`src/rtl/data_mem_arbiter.sv`:
```
// Shares the single data-memory port between the CPU load/store path and an external requester.
// Ownership is registered round-robin with a bounded hold; the CPU is stalled while it waits.
module data_mem_arbiter #(
  parameter int ADDRESS_WIDTH = 32,
  parameter int DATA_WIDTH    = 32,
  parameter int HOLD_MAX      = 4
) (
  input  logic                     clk_i,
  input  logic                     rst_ni,
  input  logic                     cpu_req_i,
  input  logic                     cpu_we_i,
  input  logic [ADDRESS_WIDTH-1:0] cpu_addr_i,
  input  logic [DATA_WIDTH-1:0]    cpu_wdata_i,
  output logic                     cpu_gnt_o,
  output logic [DATA_WIDTH-1:0]    cpu_rdata_o,
  output logic                     cpu_stall_o,
  input  logic                     ext_req_i,
  input  logic                     ext_we_i,
  input  logic [ADDRESS_WIDTH-1:0] ext_addr_i,
  input  logic [DATA_WIDTH-1:0]    ext_wdata_i,
  output logic                     ext_gnt_o,
  output logic [DATA_WIDTH-1:0]    ext_rdata_o,
  output logic                     mem_we_o,
  output logic [ADDRESS_WIDTH-1:0] mem_addr_o,
  output logic [DATA_WIDTH-1:0]    mem_wdata_o,
  input  logic [DATA_WIDTH-1:0]    mem_rdata_i,
  output logic [15:0]              contention_o
);

  typedef enum logic [1:0] {IDLE = 2'd0, CPU = 2'd1, EXT = 2'd2} owner_t;

  localparam int CNT_W = $clog2(HOLD_MAX + 1);
  localparam logic [CNT_W-1:0] HOLD_LAST = CNT_W'(HOLD_MAX - 1);
  localparam logic [CNT_W-1:0] HOLD_SAT  = CNT_W'(HOLD_MAX);

  owner_t           owner;
  owner_t           owner_next;
  owner_t           last_owner;
  logic [CNT_W-1:0] beat_cnt;
  logic             owner_req;
  logic             hold_done;

  // The beat completing this cycle is the one that would reach HOLD_MAX.
  assign hold_done = (beat_cnt >= HOLD_LAST);
  assign owner_req = ((owner == CPU) && cpu_req_i) || ((owner == EXT) && ext_req_i);

  always_ff @(posedge clk_i or negedge rst_ni) begin
    if (!rst_ni) begin
      owner      <= IDLE;
      last_owner <= EXT;
      beat_cnt   <= '0;
    end else begin
      owner <= owner_next;
      if (owner_next != IDLE) begin
        last_owner <= owner_next;
      end
      if (owner_next != owner) begin
        beat_cnt <= '0;
      end else if (owner_req && (beat_cnt != HOLD_SAT)) begin
        beat_cnt <= beat_cnt + 1'b1;
      end
    end
  end

  always_comb begin
    owner_next = owner;
    case (owner)
      IDLE: begin
        if (cpu_req_i && ext_req_i) begin
          if (last_owner == CPU) owner_next = EXT;
          else                   owner_next = CPU;
        end else if (cpu_req_i) begin
          owner_next = CPU;
        end else if (ext_req_i) begin
          owner_next = EXT;
        end else begin
          owner_next = IDLE;
        end
      end
      CPU: begin
        if (!cpu_req_i) begin
          if (ext_req_i) owner_next = EXT;
          else           owner_next = IDLE;
        end else if (ext_req_i && hold_done) begin
          owner_next = EXT;
        end
      end
      EXT: begin
        if (!ext_req_i) begin
          if (cpu_req_i) owner_next = CPU;
          else           owner_next = IDLE;
        end else if (cpu_req_i && hold_done) begin
          owner_next = CPU;
        end
      end
      default: owner_next = IDLE;
    endcase
  end

  always_comb begin
    cpu_gnt_o   = 1'b0;
    ext_gnt_o   = 1'b0;
    mem_we_o    = 1'b0;
    mem_addr_o  = '0;
    mem_wdata_o = '0;
    case (owner)
      CPU: begin
        cpu_gnt_o   = 1'b1;
        mem_we_o    = cpu_req_i && cpu_we_i;
        mem_addr_o  = cpu_addr_i;
        mem_wdata_o = cpu_wdata_i;
      end
      EXT: begin
        ext_gnt_o   = 1'b1;
        mem_we_o    = ext_req_i && ext_we_i;
        mem_addr_o  = ext_addr_i;
        mem_wdata_o = ext_wdata_i;
      end
      default: ;
    endcase
  end

  assign cpu_rdata_o = mem_rdata_i;
  assign ext_rdata_o = mem_rdata_i;
  assign cpu_stall_o = cpu_req_i && !cpu_gnt_o;

  always_ff @(posedge clk_i or negedge rst_ni) begin
    if (!rst_ni) begin
      contention_o <= '0;
    end else if (cpu_stall_o && (contention_o != 16'hFFFF)) begin
      contention_o <= contention_o + 16'd1;
    end
  end

endmodule

```
`config.mk`:
```
export PLATFORM = sky130hd
export DESIGN_NAME = data_mem_arbiter
export DESIGN_NICKNAME = d
export VERILOG_FILES = /design/src/rtl/data_mem_arbiter.sv
export SDC_FILE = /design/constraint.sdc
export NUM_CORES = 1
export LEC_CHECK = 0
export BUFFER_PORTS_ARGS = -buffer_cell sky130_fd_sc_hd__buf_2
export CAP_MARGIN = 5
export CORE_AREA = 4 4 121 123
export DETAILED_ROUTE_END_ITERATION = 8
export DIE_AREA = 0 0 125 127
export PLACE_DENSITY_LB_ADDON = 0.15
export REMOVE_ABC_BUFFERS = 1
export SETUP_SLACK_MARGIN = 0.1
export SYNTH_ARGS = -nofsm -noshare
export SYNTH_HDL_FRONTEND = slang
export SYNTH_SLANG_ARGS = --single-unit
```
`constraint.sdc`:
```
create_clock -name clk_i -period 3.38 [get_ports clk_i]
set_input_delay 0.169 -clock clk_i [delete_from_list [all_inputs] [get_ports clk_i]]
set_output_delay 0.169 -clock clk_i [all_outputs]
set_load 0.03 [all_outputs]
```
* Yosys cells after proc, flatten, opt, wreduce, memory -nomap -nowiden *
Cells that the tools add are included.

operators by class
  add/subtract/negate cells = 2
  $mul = 0
  div/mod/pow operators = 0
  magnitude comparators = 1
  eq/ne operators = 6
  shifts and indexed selects = 0
  multiplexer cells = 17
  bitwise gates (word level) = 0
  reductions and logical operators = 15

operators by type and width
  kind                                                               count
  case mux 32 bit (2 select lines)                                   2
  adder 16 x 1 -> 16 bit, second input constant                      1
  two-way mux 2 bit                                                  8
  != test 16 bit, second input constant                              1
  logical AND 1 bit                                                  10
  two-way mux 3 bit                                                  2
  case mux 2 bit (3 select lines)                                    1
  == test 2 x 1 -> 1 bit, second input constant                      2
  nonzero test 2 bit                                                 2
  adder 3 x 1 -> 3 bit, second input constant                        1
  greater-or-equal comparator 3 x 2 -> 1 bit, second input constant  1
  two-way mux 1 bit                                                  3
  != test 3 bit, second input constant                               1
  == test 2 bit, second input constant                               1
  logical NOT 2 bit                                                  1
  != test 2 bit                                                      1
  case mux 1 bit (2 select lines)                                    1
  logical NOT 1 bit                                                  1
  logical OR 1 bit                                                   1

word-level totals
  flip-flop bits (word level) = 23
  latch bits = 0
  memory bits (writable) = 0
  ROM bits = 0
  input port bits = 166
  output and inout bits = 148
  logic and storage cells = 45
  memories = 0

* Logic depth before layout (Yosys ltp) *
Gate-level depths: netlist of run 1.

  depth after elaboration = 7
  gate-level depth with buffers = 8
  gate-level depth less buffers = 7

* Worst setup path after synthesis of run 1 *
No wires, ideal clock.

  kind = flip-flop to output port
  start = reg owner[1]
  end = out mem_we_o
  data arrival time = 2,449 ps
  required time = 3,211 ps
  path slack = 762 ps
  stages on the path, launching flop included = 8
  path buffers = 3
  path through = dfrtp_1 > inv_1 > ha_1 > buf_2 > buf_1 > clkbuf_1 > nand3_1 > a21boi_0

between the ends
  longest elaborated chain between the ends = 2

RTL lines
  item                                                     RTL line  source
  start, declared                                          36        owner_t owner;
  start signal, assigned                                   53        owner <= owner_next;
  == test 2 bit or == test 2 x 1 -> 1 bit (tied branches)  106       case (owner)
  case mux 1 bit (2 select lines) (*)                      106
  end, declared                                            23        output logic mem_we_o,

Every way passes the cells marked *; elsewhere a longest branch is shown, timed or not.

* Worst setup path after layout of run 1 *
  start = reg owner[0]
  end = out mem_addr_o[13]

between the ends
  longest elaborated chain between the ends = 2

RTL lines
  item                                                     RTL line  source
  == test 2 bit or == test 2 x 1 -> 1 bit (tied branches)  106
  case mux 32 bit (2 select lines) (*)                     106
  end, declared                                            24        output logic [ADDRESS_WIDTH-1:0] mem_addr_o,

Marks and branches as above.

==> results of run 1 <==
==> logic make-up (layout without fill, tap and decap cells) <==
family	Yosys count	in the layout	share of synthesized area, %
flip-flops	23	23	20.71
AND/OR/NAND/NOR	104	104	23.85
adder cells (fa/ha/maj)	8	8	3.594
AO/OA/AOI/OAI	89	89	23.85
multiplexers	2	2	0.7637
XOR/XNOR	16	16	5.031
buffers and inverters	99	236	22.19
==> worst max-delay path, stage by stage, from the launching register on <==
cell and delay [ns]:
dfrtp_1 0.45, inv_1 0.15, ha_2 0.57, buf_4 0.42, buf_4 0.25, a22oi_1 0.10, nor2b_1 0.16, buf_2 0.21
==> metal layers <==
metal	wire length [um]	global-route usage (%)	vias to the layer above
li1	-	-	1411
met1	5327	18.24	1423
met2	5869	24.36	185
met3	1629	8.487	10
met4	233	2.934	0
met5	0	5.263	-
==> power groups by stage <==
stage / combinational (mW) / clock [mW] / sequential, mW
4_1_cts: 2.13 / 0.265 / 0.422
2_1_floorplan: 1.39 / 0 / 0.480
5_1_grt: 2.26 / 0.277 / 0.437
3_3_place_gp: 2.11 / 0 / 0.424
6_report: 2.09 / 0.255 / 0.422
3_5_place_dp: 2.13 / 0 / 0.422
==> layout make-up <==
class | instances | area, um2
flip-flops and latches | 23 | 576.8
fillers | 1493 | 10010
clock buffers | 3 | 75.07
inverters | 10 | 37.54
clock inverters | 1 | 5.005
multi-input cells | 219 | 1595
repair buffers | 222 | 1139
well taps | 180 | 225.2
==> through the flow <==
step                cell area (um2)  instances  utilization, %  worst slack, ns  power [mW]
floorplan                      2205        252               -           0.2671       1.869
global placement               3563        653           26.08           0.9610       2.530
detailed placement             3563        653           26.08           0.8929       2.551
CTS                            3654        658           26.74           0.6180       2.820
global route                   3654        658           26.74           0.4352       2.979
finish                         3654        658           26.74           0.6423       2.769
==> final timing paths <==
check,end,slack [ns],depth (start not counted)
max,mem_addr_o[13],0.64,7
min,ext_rdata_o[15],0.34,0
max reg2reg,beat_cnt[2],1.02,8
min reg2reg,contention_o[9],0.49,1
max in group asynchronous,last_owner[1],2.59,2
min in group asynchronous,contention_o[11],0.41,2
==> registers in the layout, indices dropped and copies added (netlist names) <==
signal	flops
contention_o	16
last_owner	2
owner	2
beat_cnt	3
==> cells in the final DEF, fill, tap and decap left out, types with 3 or more instances in the layout <==
| master | Yosys | routed |
|---|---|---|
| a22oi_1 | 65 | 65 |
| clkbuf_16 | 0 | 3 |
| xnor2_1 | 12 | 12 |
| a21oi_1 | 6 | 6 |
| nand3_1 | 7 | 7 |
| nor4_1 | 3 | 3 |
| ha_1 | 8 | 6 |
| xor2_1 | 4 | 4 |
| buf_4 | 65 | 3 |
| nor2b_1 | 65 | 65 |
| nand3b_1 | 4 | 4 |
| nor2_1 | 3 | 3 |
| dfrtp_1 | 22 | 22 |
| inv_1 | 10 | 10 |
| nand2_1 | 7 | 7 |
| and4_1 | 4 | 4 |
| a21o_1 | 3 | 3 |
| buf_2 | 2 | 217 |
==> results by group, run 1 <==
Setup path
  • Crit path kind: flop to primary output
  • Data required, critical path: 3.21 ns
  • Arr. time, crit path: 2.57 ns
  • Crit Path Max Fanout: 32
  • Setup crit end kind: primary output
  • RR Startpoint: owner[1]
  • Startpoint Class: flop
  • Crit. Startpoint: owner[0]

STA
  • Relative slew margins: 60.12%
  • RSZ-0062 raised after global routing: no
  • Clk_skew: 0.007117 ns
  • Slew Limit Fails: 0
  • Worst Max-Slew Pin Slew: 0.5982 ns
  • Period utilization: 81.00%
  • Setup violations, final: 0
  • Final hold slack: 0.3386 ns
  • Setup TNS: 0 ns
  • Hold Vio Cnt, Final: 0
  • Min Tclk post-route: 2.738 ns
  • Max Freq: 365.3 MHz

Route
  • Drc violations: 0
  • Post-Route WL: 13060 um
  • Vias/cell: 4.603
  • Drt pass-1 iters: 4
  • Routed wire per std cell: 19.85 um
  • First-iteration detailed-routing DRC count: 94
  • Antenna-violating nets left: 0
  • Via count: 3029

Floorplan
  • Initial core utilization: 20.38%
  • DIE WIDTH: 125 um
  • IO Pins: 314
  • Die height: 127 um
  • # rows: 43
  • Die area: 0.01588 mm2
  • Core area: 0.01367 mm2

Global routing
  • GRT Total Usage: 15.40%
  • Initial antenna violation count: 0
  • Largest net degree at the start of global routing: 54
  • First-pass GRT wire length: 19290 um
  • Vias in the first global route: 3082
  • Grt total ovfl: 0

Yosys
  • Netlist cell types: 42
  • Gate Count Post-Synth: 341
  • Post-synth top cells: a22oi_1 (65), buf_4 (65), nor2b_1 (65)
  • Post-synth EDFFs: 0
  • Register area share after synthesis: 20.71%
  • Yosys warns: 0
  • Avg Cell Area, Syn: 8.168 um2
  • Post-synth ARST share: 100.0%
  • Top-area cell type share of the netlist area: 19.77%
  • Yosys reg bits: 23
  • Synth top area cells: dfrtp_1 (20%), a22oi_1 (18%), buf_4 (18%)
  • Ys flop type: dfrtp_1
  • Cell Area, Synth: 0.002785 mm2
  • Post-synth top area cell: dfrtp_1

Worst hold path
  • Hold Crit Start: mem_rdata_i[15]
  • Hold/Removal Path Class: primary input to primary output

Finish
  • Final nets: 653
  • Synth-to-layout area growth: 31.18%
  • Ratio of cells with drive above 1 in the final layout: 49.16%
  • # diodes: 0

Power and ir drop
  • Net switching power: 1.519 mW
  • P_int: 1.251 mW
  • Switching share of power: 54.84%
  • Worst VDD drop: 0.3489 mV
  • Comb pwr share: 75.5%
  • Pwr dens: 758.0 mW/mm2
  • Reg power frac: 15.2%
  • Leak: 1.825 nW
  • Clock share of power: 9.2%

Placement
  • Port Buffers: 217
  • Post-DP HPWL: 10660 um
  • Routability cong.: 0.9877

Clocking
  • Clk_lat worst skew: 0.26 ns
  • Root Buffer: clkbuf_16
  • # clock sinks: 23
  • CTS tree: yes
  • Hold-fix buffers, CTS: 1
  • Clk slew on worst S/H paths: 0.06 ns
  • CTS max path bufs: 2
  • Postcts setup bufs: 0
  • Cts repair resizes: 0
  • Htree depth: 1
  • Cts bufs inserted: 3

Run
  • # Max-Cap Violations: 0

Run status
  • Status: finished clean
No activity file was read; power rests on OpenSTA's default activity.
==> inputs of run 2 (changes only) <==
--- a/config.mk
+++ b/config.mk
@@ -5,6 +5,7 @@
 export SDC_FILE = /design/constraint.sdc
 export NUM_CORES = 1
 export LEC_CHECK = 0
+export ABC_AREA = 1
 export BUFFER_PORTS_ARGS = -buffer_cell sky130_fd_sc_hd__buf_2
 export CAP_MARGIN = 5
 export CORE_AREA = 4 4 121 123
==> constraint.sdc (replaced) <==
create_clock -name clk_i -period 2.8 [get_ports clk_i]
set_input_delay 0.14 -clock clk_i [delete_from_list [all_inputs] [get_ports clk_i]]
set_output_delay 0.14 -clock clk_i [all_outputs]
set_load 0.03 [all_outputs]
==> results by group, run 2 <==
Yosys
  • Yosys reg bits: 23
  • Register area share after synthesis: 20.91%
  • Avg Cell Area, Syn: 6.090 um2
  • Post-synthesis xor/xnor area fraction: 5.079%
  • Netlist cell types: 26
  • Complex-gate fraction of the synthesized area: 12.70%
  • Adder-Cell Fraction of Synth Area: 3.628%
  • Synth top area cells: nand2_1 (25%), dfrtp_1 (20%), buf_4 (17%)
  • Post-synth top cells: nand2_1 (182), a21oi_1 (65), buf_4 (64)
  • Combinational family with the most area after synthesis: simple AND/OR/NAND/NOR gates
  • Ys flop type: dfrtp_1
  • Cell Area, Synth: 0.002759 mm2
  • Post-synth ARST share: 100.0%
  • Gate Count Post-Synth: 453
  • Post-synthesis mux area share: 0.4082%
  • Post-synth EDFFs: 0
  • Synth Area in Simple Gates: 32.97%
  • Top-area cell type share of the netlist area: 24.76%
  • Post-synth top area cell: nand2_1
  • Top-count cell post-synth: nand2_1
  • Yosys warns: 0

Finish
  • # fillers: 1577
  • Post-route cell area: 0.003638 mm2
  • Most frequent cells in the layout: buf_2 (217), nand2_1 (182), a21oi_1 (65)
  • Core Util, Final: 26.63%
  • Ratio of cells with drive above 1 in the final layout: 40.30%
  • Largest register FFs: 16
  • Most common cell after layout, fill and taps aside: buf_2
  • Layout Cells excl Fill: 773
  • Top Registers: contention_o (16), beat_cnt (3)
  • Final nets: 768
  • # diodes: 0
  • Largest Register: contention_o
  • Synth-to-layout area growth: 31.88%

Global routing
  • GRT Total Usage: 15.79%
  • Largest net degree at the start of global routing: 66
  • Initial antenna violation count: 0
  • Vias in the first global route: 3310
  • Grt total ovfl: 0
  • First-pass GRT wire length: 19870 um

Clocking
  • Clk slew on worst S/H paths: 0.06 ns
  • Cts repair resizes: 0
  • CTS max path bufs: 2
  • Cts bufs inserted: 3
  • # clock sinks: 23
  • Htree depth: 1
  • CTS tree: yes
  • Root Buffer: clkbuf_16
  • Clk_lat worst skew: 0.25 ns

Power and ir drop
  • Worst VDD drop: 0.4440 mV
  • Leak: 1.939 nW
  • Post-layout power: 3.505 mW
  • Pwr dens: 963.3 mW/mm2

Route
  • Vias/cell: 4.347
  • Post-Route WL: 13520 um
  • Via count: 3360
  • First-iteration detailed-routing DRC count: 187
  • Antenna-violating nets left: 0
  • Drt pass-1 iters: 5
  • Drc violations: 0
  • Routed wire per std cell: 17.49 um

Placement
  • Post-DP HPWL: 10980 um
  • Post-DP Area: 0.003550 mm2
  • Placed cell count: 768
  • Post-place setup slack: 0.7990 ns
  • Port Buffers: 217
  • Routability cong.: 0.9336

STA
  • Period utilization: 81.01%
  • Clk_skew: 0.003790 ns
  • Setup violations, final: 0
  • RSZ-0062 raised after global routing: no
  • Min Tclk post-route: 2.268 ns
  • Relative slew margins: 60.93%
  • Hold Vio Cnt, Final: 0
  • Final hold slack: 0.2806 ns
  • Setup TNS: 0 ns
  • Worst setup margin: 0.5316 ns
  • Slew Limit Fails: 0
  • Max Freq: 440.8 MHz
  • Worst Max-Slew Pin Slew: 0.5860 ns

Setup path
  • FF-to-FF End: beat_cnt[0]
  • Crit Path Max Fanout: 40
  • Setup crit end kind: primary output
  • Buffers and inverters on the worst path: 3
  • CP max stage delay: 0.57 ns
  • Slowest CP cell: ha_2
  • Worst r2r path cells: 11
  • CP delay by family, top: buffers and inverters
  • Startpoint Class: flop
  • Reg2reg setup slack: 0.79 ns
  • Data required, critical path: 2.66 ns
  • Arr. time, crit path: 2.13 ns
  • WP depth: 6
  • Crit-path cells: inv_1 -> ha_2 -> buf_12 -> nand2_1 -> a21oi_1 -> buf_2
  • RR Startpoint: owner[0]
  • Crit path kind: flop to primary output

Floorplan
  • IO Pins: 314
  • DIE WIDTH: 125 um
  • Die height: 127 um
  • Initial core utilization: 20.19%
  • Die area: 0.01588 mm2
  • # rows: 43
  • Core area: 0.01367 mm2

Run
  • # Max-Cap Violations: 0

Worst hold path
  • Hold depth: 0
  • Hold Crit Start: mem_rdata_i[21]
  • Hold/Removal Path Class: primary input to primary output
  • Hold Path Sink: ext_rdata_o[21]

Run status
  • Status: finished clean
## run 2: changes by cell type after synthesis, sizes merged, moves of 8 or more
cell,previous run,this run
a21oi,6,65
a22oi,65,0
nor2,3,17
inv,10,24
nor2b,66,0
nand2,7,184
nand3,7,15
## run 2: layout make-up
class                   count  area [um2]  area share, %
multi-input cells         320        1516          41.68
repair buffers            222        1151          31.64
flip-flops and latches     23       576.8          15.85
well taps                 180       225.2          6.190
inverters                  24       90.09          2.476
clock buffers               4       78.83          2.166
## run 2: cell families after synthesis
| group | Yosys count |
|---|---|
| and+or+nand+nor | 225 |
| muxes | 1 |
| xor gates and xnor gates | 16 |
| DFF | 23 |
| AOI/OAI and AO/OA | 70 |
| adders and majority gates | 8 |
| buffers and inverters | 110 |
## run 2: metal layers
metal / track usage [%] / up-vias / routed length, um
met5: 4.025 / - / 0
met4: 3.380 / 0 / 226
met3: 9.574 / 10 / 1905
met2: 25.18 / 206 / 6078
met1: 17.96 / 1509 / 5308
li1: - / 1635 / -
## run 2: timing repair
item / CTS / global route
hold endpoints to repair: 22 / 0
setup buffers: 0 / 0
hold buffers: 1 / 0
## run 2: worst max-delay path by stage
stage                     slack, ns     start         endpoint
after floorplan               -0.09  owner[1]         mem_we_o
after global placement         0.81  owner[0]      beat_cnt[0]
after global routing           0.33  owner[0]  mem_wdata_o[22]
after detailed placement       0.80  owner[0]      beat_cnt[0]
final                          0.53  owner[0]  mem_wdata_o[20]
after CTS                      0.52  owner[0]   mem_addr_o[22]
## run 2: power breakdown
| part | internal, mW | total [mW] | switching, mW |
|---|---|---|---|
| sequential | 0.418 | 0.506 | 0.0872 |
| combinational | 0.728 | 2.69 | 1.96 |
| clock | 0.194 | 0.311 | 0.117 |
==> inputs of run 3 (changes only) <==
--- a/config.mk
+++ b/config.mk
@@ -8,9 +8,9 @@
 export ABC_AREA = 1
 export BUFFER_PORTS_ARGS = -buffer_cell sky130_fd_sc_hd__buf_2
 export CAP_MARGIN = 5
-export CORE_AREA = 4 4 121 123
+export CORE_AREA = 4 4 118 120
 export DETAILED_ROUTE_END_ITERATION = 8
-export DIE_AREA = 0 0 125 127
+export DIE_AREA = 0 0 122 124
 export PLACE_DENSITY_LB_ADDON = 0.15
 export REMOVE_ABC_BUFFERS = 1
 export SETUP_SLACK_MARGIN = 0.1
==> constraint.sdc (replaced) <==
create_clock -name clk_i -period 1.93 [get_ports clk_i]
set_input_delay 0.0965 -clock clk_i [delete_from_list [all_inputs] [get_ports clk_i]]
set_output_delay 0.0965 -clock clk_i [all_outputs]
set_load 0.03 [all_outputs]
==> results by group, run 3 (synthesis results as in run 2) <==
Route
  • Via count: 3525
  • Routed wire per std cell: 18.38 um
  • Post-Route WL: 14550 um
  • First-iteration detailed-routing DRC count: 144
  • Drt pass-1 iters: 4
  • Vias/cell: 4.451
  • Antenna-violating nets left: 0
  • Drc violations: 0

STA
  • Final hold slack: 0.1936 ns
  • Max Freq: 556.5 MHz
  • Clk_skew: 0.002794 ns
  • Min Tclk post-route: 1.797 ns
  • Setup violations, final: 0
  • Period utilization: 93.10%
  • Relative slew margins: 64.13%
  • Worst setup margin: 0.1332 ns
  • Worst Max-Slew Pin Slew: 0.5380 ns
  • Slew Limit Fails: 0
  • RSZ-0062 raised after global routing: yes
  • Hold Vio Cnt, Final: 0

Clocking
  • Root Buffer: clkbuf_16
  • Htree depth: 1
  • Clk slew on worst S/H paths: 0.06 ns
  • Clk_lat worst skew: 0.25 ns
  • CTS tree: yes
  • CTS max path bufs: 2
  • # clock sinks: 23
  • Cts bufs inserted: 3

Floorplan
  • Die height: 124 um
  • Initial core utilization: 21.26%
  • # rows: 42
  • Die area: 0.01513 mm2
  • DIE WIDTH: 122 um
  • IO Pins: 314
  • Core area: 0.01298 mm2

Setup path
  • Startpoint Class: flop
  • Data required, critical path: 1.83 ns
  • Crit Path Max Fanout: 21
  • Crit path kind: flop to primary output
  • Setup crit end kind: primary output
  • Arr. time, crit path: 1.70 ns

Power and ir drop
  • Leak: 2.126 nW
  • Worst VDD drop: 0.4996 mV
  • Post-layout power: 6.422 mW
  • P_int: 2.891 mW
  • Pwr dens: 1516 mW/mm2
  • Comb pwr share: 81.7%
  • Reg power frac: 11.3%
  • Clock share of power: 7.0%
  • Net switching power: 3.531 mW
  • Switching share of power: 54.98%

Global routing
  • Largest net degree at the start of global routing: 35
  • GRT Total Usage: 16.78%
  • Vias in the first global route: 3293
  • Initial antenna violation count: 0
  • First-pass GRT wire length: 19540 um
  • Grt total ovfl: 0

Finish
  • Top Registers: contention_o (16), beat_cnt (3)
  • Largest Register: contention_o
  • Ratio of cells with drive above 1 in the final layout: 45.29%
  • Flip-flop and latch area: 578.1 um2
  • Most common cell after layout, fill and taps aside: nand2_1
  • # diodes: 0
  • Largest register FFs: 16
  • Synth-to-layout area growth: 53.51%
  • # fillers: 1440
  • Most frequent cells in the layout: nand2_1 (179), buf_2 (157), buf_4 (66)
  • Final nets: 791
  • Area of the multi-input gates: 0.001604 mm2

Placement
  • Post-DP HPWL: 11120 um
  • Port Buffers: 217
  • Routability cong.: 0.7997
  • Post-place setup slack: 0.1133 ns

Worst hold path
  • Hold/Removal Path Class: primary input to primary output

Run
  • # Max-Cap Violations: 0

Run status
  • Status: finished clean
run 3: worst paths after layout:
check / startpoint / end / slack (ns) / cells past startpoint
max: owner[0] / mem_addr_o[13] / 0.13 / 6
max reg2reg: owner[0] / contention_o[10] / 0.18 / 9
min reg2reg: last_owner[1] / last_owner[1] / 0.50 / 2
min in group asynchronous: rst_ni / contention_o[6] / 0.36 / 2
min: mem_rdata_i[18] / ext_rdata_o[18] / 0.19 / 0
max in group asynchronous: rst_ni / owner[0] / 1.18 / 2
run 3: metal layers:
metal	wire length (um)	global-route usage, %	part of all wire [%]
met5	0	4.514	0
met4	125	1.751	0.86
met3	1906	8.946	13
met2	6879	27.00	47
met1	5642	20.28	39
run 3: final cells by class:
class                   instances  share of cell area (%)
inverters                      24                   2.363
repair buffers                245                   39.03
multi-input cells             320                   37.87
clock buffers                   3                   1.773
well taps                     176                   5.199
clock inverters                 1                  0.1182
flip-flops and latches         23                   13.65
run 3: timing repair:
action	in CTS	in global routing
hold buffers	1	0
setup buffers	3	9
gates cloned	2	4
pin swaps	2	8
hold endpoints to repair	22	0
resized for setup	44	82
endpoints found under the setup margin	65	80
run 3: power by group through the flow:
stage                     sequential, mW  clock [mW]  combinational (mW)
after global placement             0.746           0                4.12
final                              0.725       0.449                5.25
after detailed placement           0.747           0                4.10
after CTS                          0.729       0.463                4.61
after global routing               0.747       0.485                5.63
after floorplan                    0.852           0                2.48
run 3: metrics by stage:
stage          instances  setup TNS [ns]  instance area, um2  util, %
2_1_floorplan        367          -68.21                2178        -
3_3_place_gp         769               0                3607    27.79
3_5_place_dp         769               0                3607    27.79
4_1_cts              779               0                3908    30.10
5_1_grt              792               0                4235    32.63
6_report             792               0                4235    32.63
run 3: worst max-delay path: stages, from the launching register on:
cell and delay [ns]:
dfrtp_2 0.37, buf_4 0.15, ha_4 0.23, buf_12 0.18, nand2_1 0.13, a21oi_1 0.18, buf_4 0.18
